File: src/rtl/ms_alarm_sched.sv
// Multi-channel millisecond alarm scheduler: one-shot/periodic countdowns clocked by RTC ms ticks,
// with expiries serialised onto a single valid/ack event port by round-robin arbitration.
module ms_alarm_sched #(
    parameter int NCH = 4,
    parameter int CW  = 2,
    parameter int DW  = 16
) (
    input  logic          clk,
    input  logic          rstb,
    input  logic [31:0]   ms_acc,
    input  logic          cfg_valid,
    output logic          cfg_ready,
    input  logic [CW-1:0] cfg_ch,
    input  logic          cfg_arm,
    input  logic          cfg_periodic,
    input  logic [DW-1:0] cfg_delay,
    output logic          evt_valid,
    output logic [CW-1:0] evt_ch,
    input  logic          evt_ack,
    output logic [NCH-1:0] armed,
    output logic [NCH-1:0] overrun
);

    typedef enum logic {
        S_IDLE    = 1'b0,
        S_PRESENT = 1'b1
    } evt_state_t;

    logic [31:0]    ms_acc_q;
    logic           init_done;
    logic           tick;
    logic           cfg_fire;
    logic [DW-1:0]  delay_eff;

    logic [DW-1:0]  rem    [NCH];
    logic [DW-1:0]  reload [NCH];
    logic [NCH-1:0] periodic;
    logic [NCH-1:0] pending;
    logic [NCH-1:0] expire;
    logic [NCH-1:0] ack_clr;

    evt_state_t     state_q, state_d;
    logic [CW-1:0]  ch_q, ch_d;
    logic [CW-1:0]  rr_q, rr_d;
    logic [CW-1:0]  grant;
    logic           grant_vld;
    logic           ack_fire;
    logic [CW:0]    rr_sum;
    logic [CW-1:0]  rr_idx;

    // Any change of ms_acc is a tick, including the 2^32 wrap; the first cycle out of reset only samples.
    assign tick      = init_done & (ms_acc != ms_acc_q);
    assign cfg_ready = init_done & ~tick;
    assign cfg_fire  = cfg_valid & cfg_ready;
    assign delay_eff = (cfg_delay == '0) ? DW'(1) : cfg_delay;

    assign evt_valid = (state_q == S_PRESENT);
    assign evt_ch    = ch_q;
    assign ack_fire  = evt_valid & evt_ack;

    always_comb begin
        expire  = '0;
        ack_clr = '0;
        for (int i = 0; i < NCH; i++) begin
            expire[i]  = tick & armed[i] & (rem[i] == DW'(1));
            ack_clr[i] = ack_fire & (ch_q == CW'(i));
        end
    end

    // Round-robin search: first pending channel at or after rr_q, wrapping past NCH-1.
    always_comb begin
        grant_vld = 1'b0;
        grant     = '0;
        rr_sum    = '0;
        rr_idx    = '0;
        for (int k = 0; k < NCH; k++) begin
            rr_sum = {1'b0, rr_q} + (CW+1)'(k);
            if (rr_sum >= (CW+1)'(NCH)) begin
                rr_sum = rr_sum - (CW+1)'(NCH);
            end
            rr_idx = rr_sum[CW-1:0];
            if (!grant_vld && pending[rr_idx]) begin
                grant_vld = 1'b1;
                grant     = rr_idx;
            end
        end
    end

    always_comb begin
        state_d = state_q;
        ch_d    = ch_q;
        rr_d    = rr_q;
        case (state_q)
            S_IDLE: begin
                if (grant_vld) begin
                    state_d = S_PRESENT;
                    ch_d    = grant;
                end
            end
            S_PRESENT: begin
                if (evt_ack) begin
                    state_d = S_IDLE;
                    rr_d    = (ch_q == CW'(NCH - 1)) ? '0 : ch_q + CW'(1);
                end
            end
            default: state_d = S_IDLE;
        endcase
    end

    always_ff @(posedge clk) begin
        if (!rstb) begin
            ms_acc_q  <= '0;
            init_done <= 1'b0;
            state_q   <= S_IDLE;
            ch_q      <= '0;
            rr_q      <= '0;
            periodic  <= '0;
            pending   <= '0;
            armed     <= '0;
            overrun   <= '0;
            for (int i = 0; i < NCH; i++) begin
                rem[i]    <= '0;
                reload[i] <= '0;
            end
        end else begin
            ms_acc_q  <= ms_acc;
            init_done <= 1'b1;
            state_q   <= state_d;
            ch_q      <= ch_d;
            rr_q      <= rr_d;
            // Commands only land in non-tick cycles, so cfg_fire and expire never coincide.
            for (int i = 0; i < NCH; i++) begin
                if (cfg_fire && (cfg_ch == CW'(i))) begin
                    if (cfg_arm) begin
                        rem[i]      <= delay_eff;
                        reload[i]   <= delay_eff;
                        periodic[i] <= cfg_periodic;
                        armed[i]    <= 1'b1;
                        if (ack_clr[i]) begin
                            pending[i] <= 1'b0;
                        end
                    end else begin
                        armed[i]   <= 1'b0;
                        pending[i] <= 1'b0;
                        overrun[i] <= 1'b0;
                    end
                end else if (expire[i]) begin
                    // An ack in the same cycle consumes the old event, so the new one is not an overrun.
                    pending[i] <= 1'b1;
                    overrun[i] <= overrun[i] | (pending[i] & ~ack_clr[i]);
                    if (periodic[i]) begin
                        rem[i] <= reload[i];
                    end else begin
                        armed[i] <= 1'b0;
                    end
                end else begin
                    if (tick && armed[i]) begin
                        rem[i] <= rem[i] - DW'(1);
                    end
                    if (ack_clr[i]) begin
                        pending[i] <= 1'b0;
                    end
                end
            end
        end
    end

endmodule

File: config.mk
export PLATFORM = sky130hd
export DESIGN_NAME = ms_alarm_sched
export DESIGN_NICKNAME = d
export VERILOG_FILES = /design/src/rtl/ms_alarm_sched.sv
export SDC_FILE = /design/constraint.sdc
export NUM_CORES = 1
export LEC_CHECK = 0
export CORE_MARGIN = 8
export CORE_UTILIZATION = 50
export CTS_CLUSTER_DIAMETER = 200
export DETAILED_ROUTE_END_ITERATION = 12
export PLACE_DENSITY = 0.75
export SYNTH_ARGS = -nofsm -noshare
export SYNTH_HDL_FRONTEND = slang
export SYNTH_SLANG_ARGS = --single-unit
export TNS_END_PERCENT = 5
File: constraint.sdc
create_clock -name clk -period 7.3 [get_ports clk]
set_input_delay 1.095 -clock clk [delete_from_list [all_inputs] [get_ports clk]]
set_output_delay 1.095 -clock clk [all_outputs]
set_load 0.05 [all_outputs]
==> run summary <==
Worst setup EP type = output port
Nets = 1021
Worst supply voltage drop on vdd = 0.1709 mV
Placed cell count = 1168
Crit path launch type = primary input
Routability congestion estimate = 0.8761
Post-detailed-route wirelength per cell = 19.60 um
Number of antenna violations at the first check in global routing = 2
Post-Synthesis Net Count = 979
Max-capacitance violation count = 0
Largest fanout of any net on the critical path = 8
Class of the worst hold path = reg2reg
Count of placed standard cells in the final layout, fillers left out = 1200
Post-synth top area cell = edfxtp_1
Cell with the most instances on the worst path = clkdlybuf4s50_1
Antenna-violating nets left = 0
Status = complete, no violations
Placeable Area = 18580 um^2
Iteration-0 DRC Markers = 671
Number of buffer and inverter stages on the critical path = 2
Maximum level of the CTS H-tree = 4
Slew at the pin closest to its max-slew limit = 1.160 ns
Vias in the first global route = 7098
Crit path cell chain = clkdlybuf4s50_1 -> xor2_1 -> nor4_1 -> and4_1 -> nand2_1 -> nor2_1 -> clkdlybuf4s50_1
Flop2flop setup slack = 3.62 ns
Cell area after synthesis = 9418 um^2
Post-synth top area share = 40.81%
Number of flops mapped to enable cells by yosys = 128
CP required = 6.20 ns
Worst reg2reg path startpoint = rem[0][2]$_SDFFCE_PN0P_
Final clock skew = 0.007689 ns
Starting utilization of the core area = 50.69%
Maximum number of pins on one net before global-route repair = 63
Diodes inserted = 0
Number of port buffers = 67
Power density over cell area = 200.6 nW/um^2
Filler Cells Inserted = 1526
Capturing instance or port of the critical path = cfg_ready
Pre-Repair DR Iteration Count = 5
Period utilisation layout = 67.09%
Total vias in the final route = 7306
Data arrival time at the worst-slack endpoint = 3.80 ns
X dimension of the die = 153.2 um
Die Y = 153.2 um
Area occupied by multi-input gates = 4209 um^2
Setup TNS Final = 0 ns
Number of cells on the worst reg-to-reg path = 6
Cell at the root of the clock tree = clkbuf_16
Post-CTS Hold Buffers = 0
Share of final-layout standard cells stronger than drive strength 1 = 5.280%
Count of final hold-check violations = 0
Number of buffers added by the clock tree synthesis step = 17
Placement Rows = 50
GRT Resource Usage Total = 19.95%
Leading post-synthesis cells by cell area = edfxtp_1 41%, dfxtp_1 11%, xor2_1 4.6%
Die area = 23480 um^2
Max Transition Viols Final = 0
Worst setup path startpoint = ms_acc[18]
Max stage delay cell, worst path = clkdlybuf4s50_1
Slew headroom = 22.64%
Setup violations, final = 0
Area growth syn-to-layout = 14.99%
I/O pin total = 68
Estimated wirelength of the detail-placed design = 16.06 mm
FMAX = 204.2 MHz
Leading register cell type out of synthesis = edfxtp_1
Mean cell area of the mapped netlist = 10.34 um^2
Later-pin clock latency in the skew report = 0.43 ns
Leakage component of the power = 3.927 nW
Number of storage elements in the synthesis netlist = 182
Worst Setup Path Type = in2out
Worst Hold Slack = 0.4802 ns
RR Endpoint = rem[0][15]$_SDFFCE_PN0P_
Proportion of synthesized flip-flops having asynchronous set or reset = 0%
Path length in cells of the critical path = 7
GRT Residual Overflow = 0
RSZ-0062 raised after global routing = false
# resized after CTS = 0
Total area of sequential cells = 4925 um^2
WHS Path Cells = 1
Post-Synthesis Cells = 911
Global-route wire length before repair = 37.64 mm
Num Clock Sinks = 182
Sequential share of the synthesized area = 52.29%
CTS tree = built
Crit path time final = 4.898 ns
Clock buffer depth = 2
Critical path's top delay family = simple AND/OR/NAND/NOR gates
Clock edge transition at the registers on the reported setup and hold paths = 0.07 ns
Number of setup buffers added after CTS = 0
DRC viols = 0
Warnings from Yosys = 0
Number of library cell types mapped by synthesis = 58
Total Wirelength = 23.52 mm
Via-per-instance ratio = 6.088
Crit-path max cell delay = 0.82 ns
synthesized netlist by cell type (2+ instances only):
| library cell | n |
|---|---|
| xnor2_1 | 34 |
| or4_4 | 2 |
| a2bb2oi_1 | 22 |
| ha_1 | 12 |
| nor2_1 | 44 |
| o31ai_1 | 3 |
| nor4_1 | 24 |
| nand4_1 | 13 |
| nand4b_1 | 3 |
| a211oi_1 | 2 |
| or3_1 | 10 |
| a21oi_1 | 29 |
| nand2_1 | 102 |
| o21ai_0 | 7 |
| a41oi_1 | 2 |
| a32oi_1 | 24 |
| xor2_1 | 50 |
| or4_1 | 12 |
| o22ai_1 | 2 |
| nor3b_1 | 2 |
| inv_1 | 25 |
| a21boi_0 | 13 |
| or2_2 | 3 |
| nand3_1 | 16 |
| and4_1 | 3 |
| nor2b_1 | 6 |
| a22oi_1 | 2 |
| a221o_1 | 4 |
| nand2b_1 | 3 |
| and2_1 | 50 |
| clkbuf_1 | 53 |
| nor3_1 | 57 |
| o211ai_1 | 2 |
| mux2i_1 | 19 |
| a31oi_1 | 3 |
| edfxtp_1 | 128 |
| a211o_1 | 5 |
| nand3b_1 | 9 |
| and3_1 | 39 |
| dfxtp_1 | 54 |
logic make-up after synthesis:
group	synth area share [%]
xor gates and xnor gates	7.812
DFF	52.29
adders and majority gates	1.594
muxes	2.019
buffers and inverters	3.162
and+or+nand+nor	22.64
AOI/OAI and AO/OA	10.48
registers in the layout, summed over array words and instances (netlist names), 2 cells and up:
register  count
armed         4
rem          64
overrun       4
ms_acc_q     32
periodic      4
rr_q          2
pending       4
reload       64
evt_ch        2
metal layers:
layer / wire, um / global-route usage [%] / part of all wire, %
met1: 9947 / 25.32 / 42
met2: 11230 / 32.21 / 48
met3: 1751 / 4.990 / 7.4
met4: 563 / 7.776 / 2.4
met5: 20 / 0 / 0.085
layout by cell type, fill, tap and decap left out, types with 4 or more instances in the layout:
cell type,synthesis,routed
a211o_1,5,5
a21boi_0,13,13
a21oi_1,29,28
a221o_1,4,4
a2bb2oi_1,22,22
a32oi_1,24,24
and2_1,50,50
and3_1,39,39
buf_4,0,10
clkbuf_16,0,19
clkdlybuf4s50_1,0,66
clkinv_2,0,4
dfxtp_1,54,54
edfxtp_1,128,128
ha_1,12,12
inv_1,25,25
mux2i_1,19,19
nand2_1,102,102
nand3_1,16,16
nand3b_1,9,9
nand4_1,13,13
nor2_1,44,44
nor2b_1,6,6
nor3_1,57,55
nor4_1,24,24
o21ai_0,7,6
or3_1,10,10
or4_1,12,12
xnor2_1,34,34
xor2_1,50,50
worst min-delay path by stage:
stage                                  startpoint                       to  slack, ns
after floorplan             pending[0]$_SDFF_PN0_    pending[0]$_SDFF_PN0_       0.49
after global placement    overrun[2]$_SDFFE_PN0P_  overrun[2]$_SDFFE_PN0P_       0.46
after detailed placement  overrun[2]$_SDFFE_PN0P_  overrun[2]$_SDFFE_PN0P_       0.46
after CTS                 overrun[2]$_SDFFE_PN0P_  overrun[2]$_SDFFE_PN0P_       0.48
after global routing      overrun[2]$_SDFFE_PN0P_  overrun[2]$_SDFFE_PN0P_       0.50
final                     overrun[2]$_SDFFE_PN0P_  overrun[2]$_SDFFE_PN0P_       0.48
area by class of cell:
class                      count  area share, %
sequential                   182          45.48
clock buffer                  25          4.876
clock inverter                 7         0.3697
multi-input combinational    650          38.87
tap                          234          2.704
timing repair buffer          77          6.840
inverter                      25         0.8666
worst register-to-register path, cell delays in order, from the launching register on:
cell and delay [ns]:
edfxtp_1 0.47, or4_1 0.61, nor2_1 0.14, and4_1 0.54
or3_1 0.28, nor2_1 0.24, nand4b_1 0.86
power by group:
group,internal (mW),total (mW),switching (mW)
sequential,1.13,1.15,0.0202
combinational,0.0579,0.134,0.0765
clock,0.502,0.885,0.383
total,1.69,2.17,0.480
metrics by stage:
stage               instance area (um^2)  setup slack, ns  util, %  total power [mW]
finish                             10830            2.402    58.28             2.173
global route                       10830            2.271    58.28             2.233
CTS                                10830            2.429    58.28             2.179
detailed placement                 10260            2.433    55.23             1.308
global placement                   10260            2.485    55.23             1.305
floorplan                           9418            2.982        -             1.238
Power figures use the tool's default switching activity.
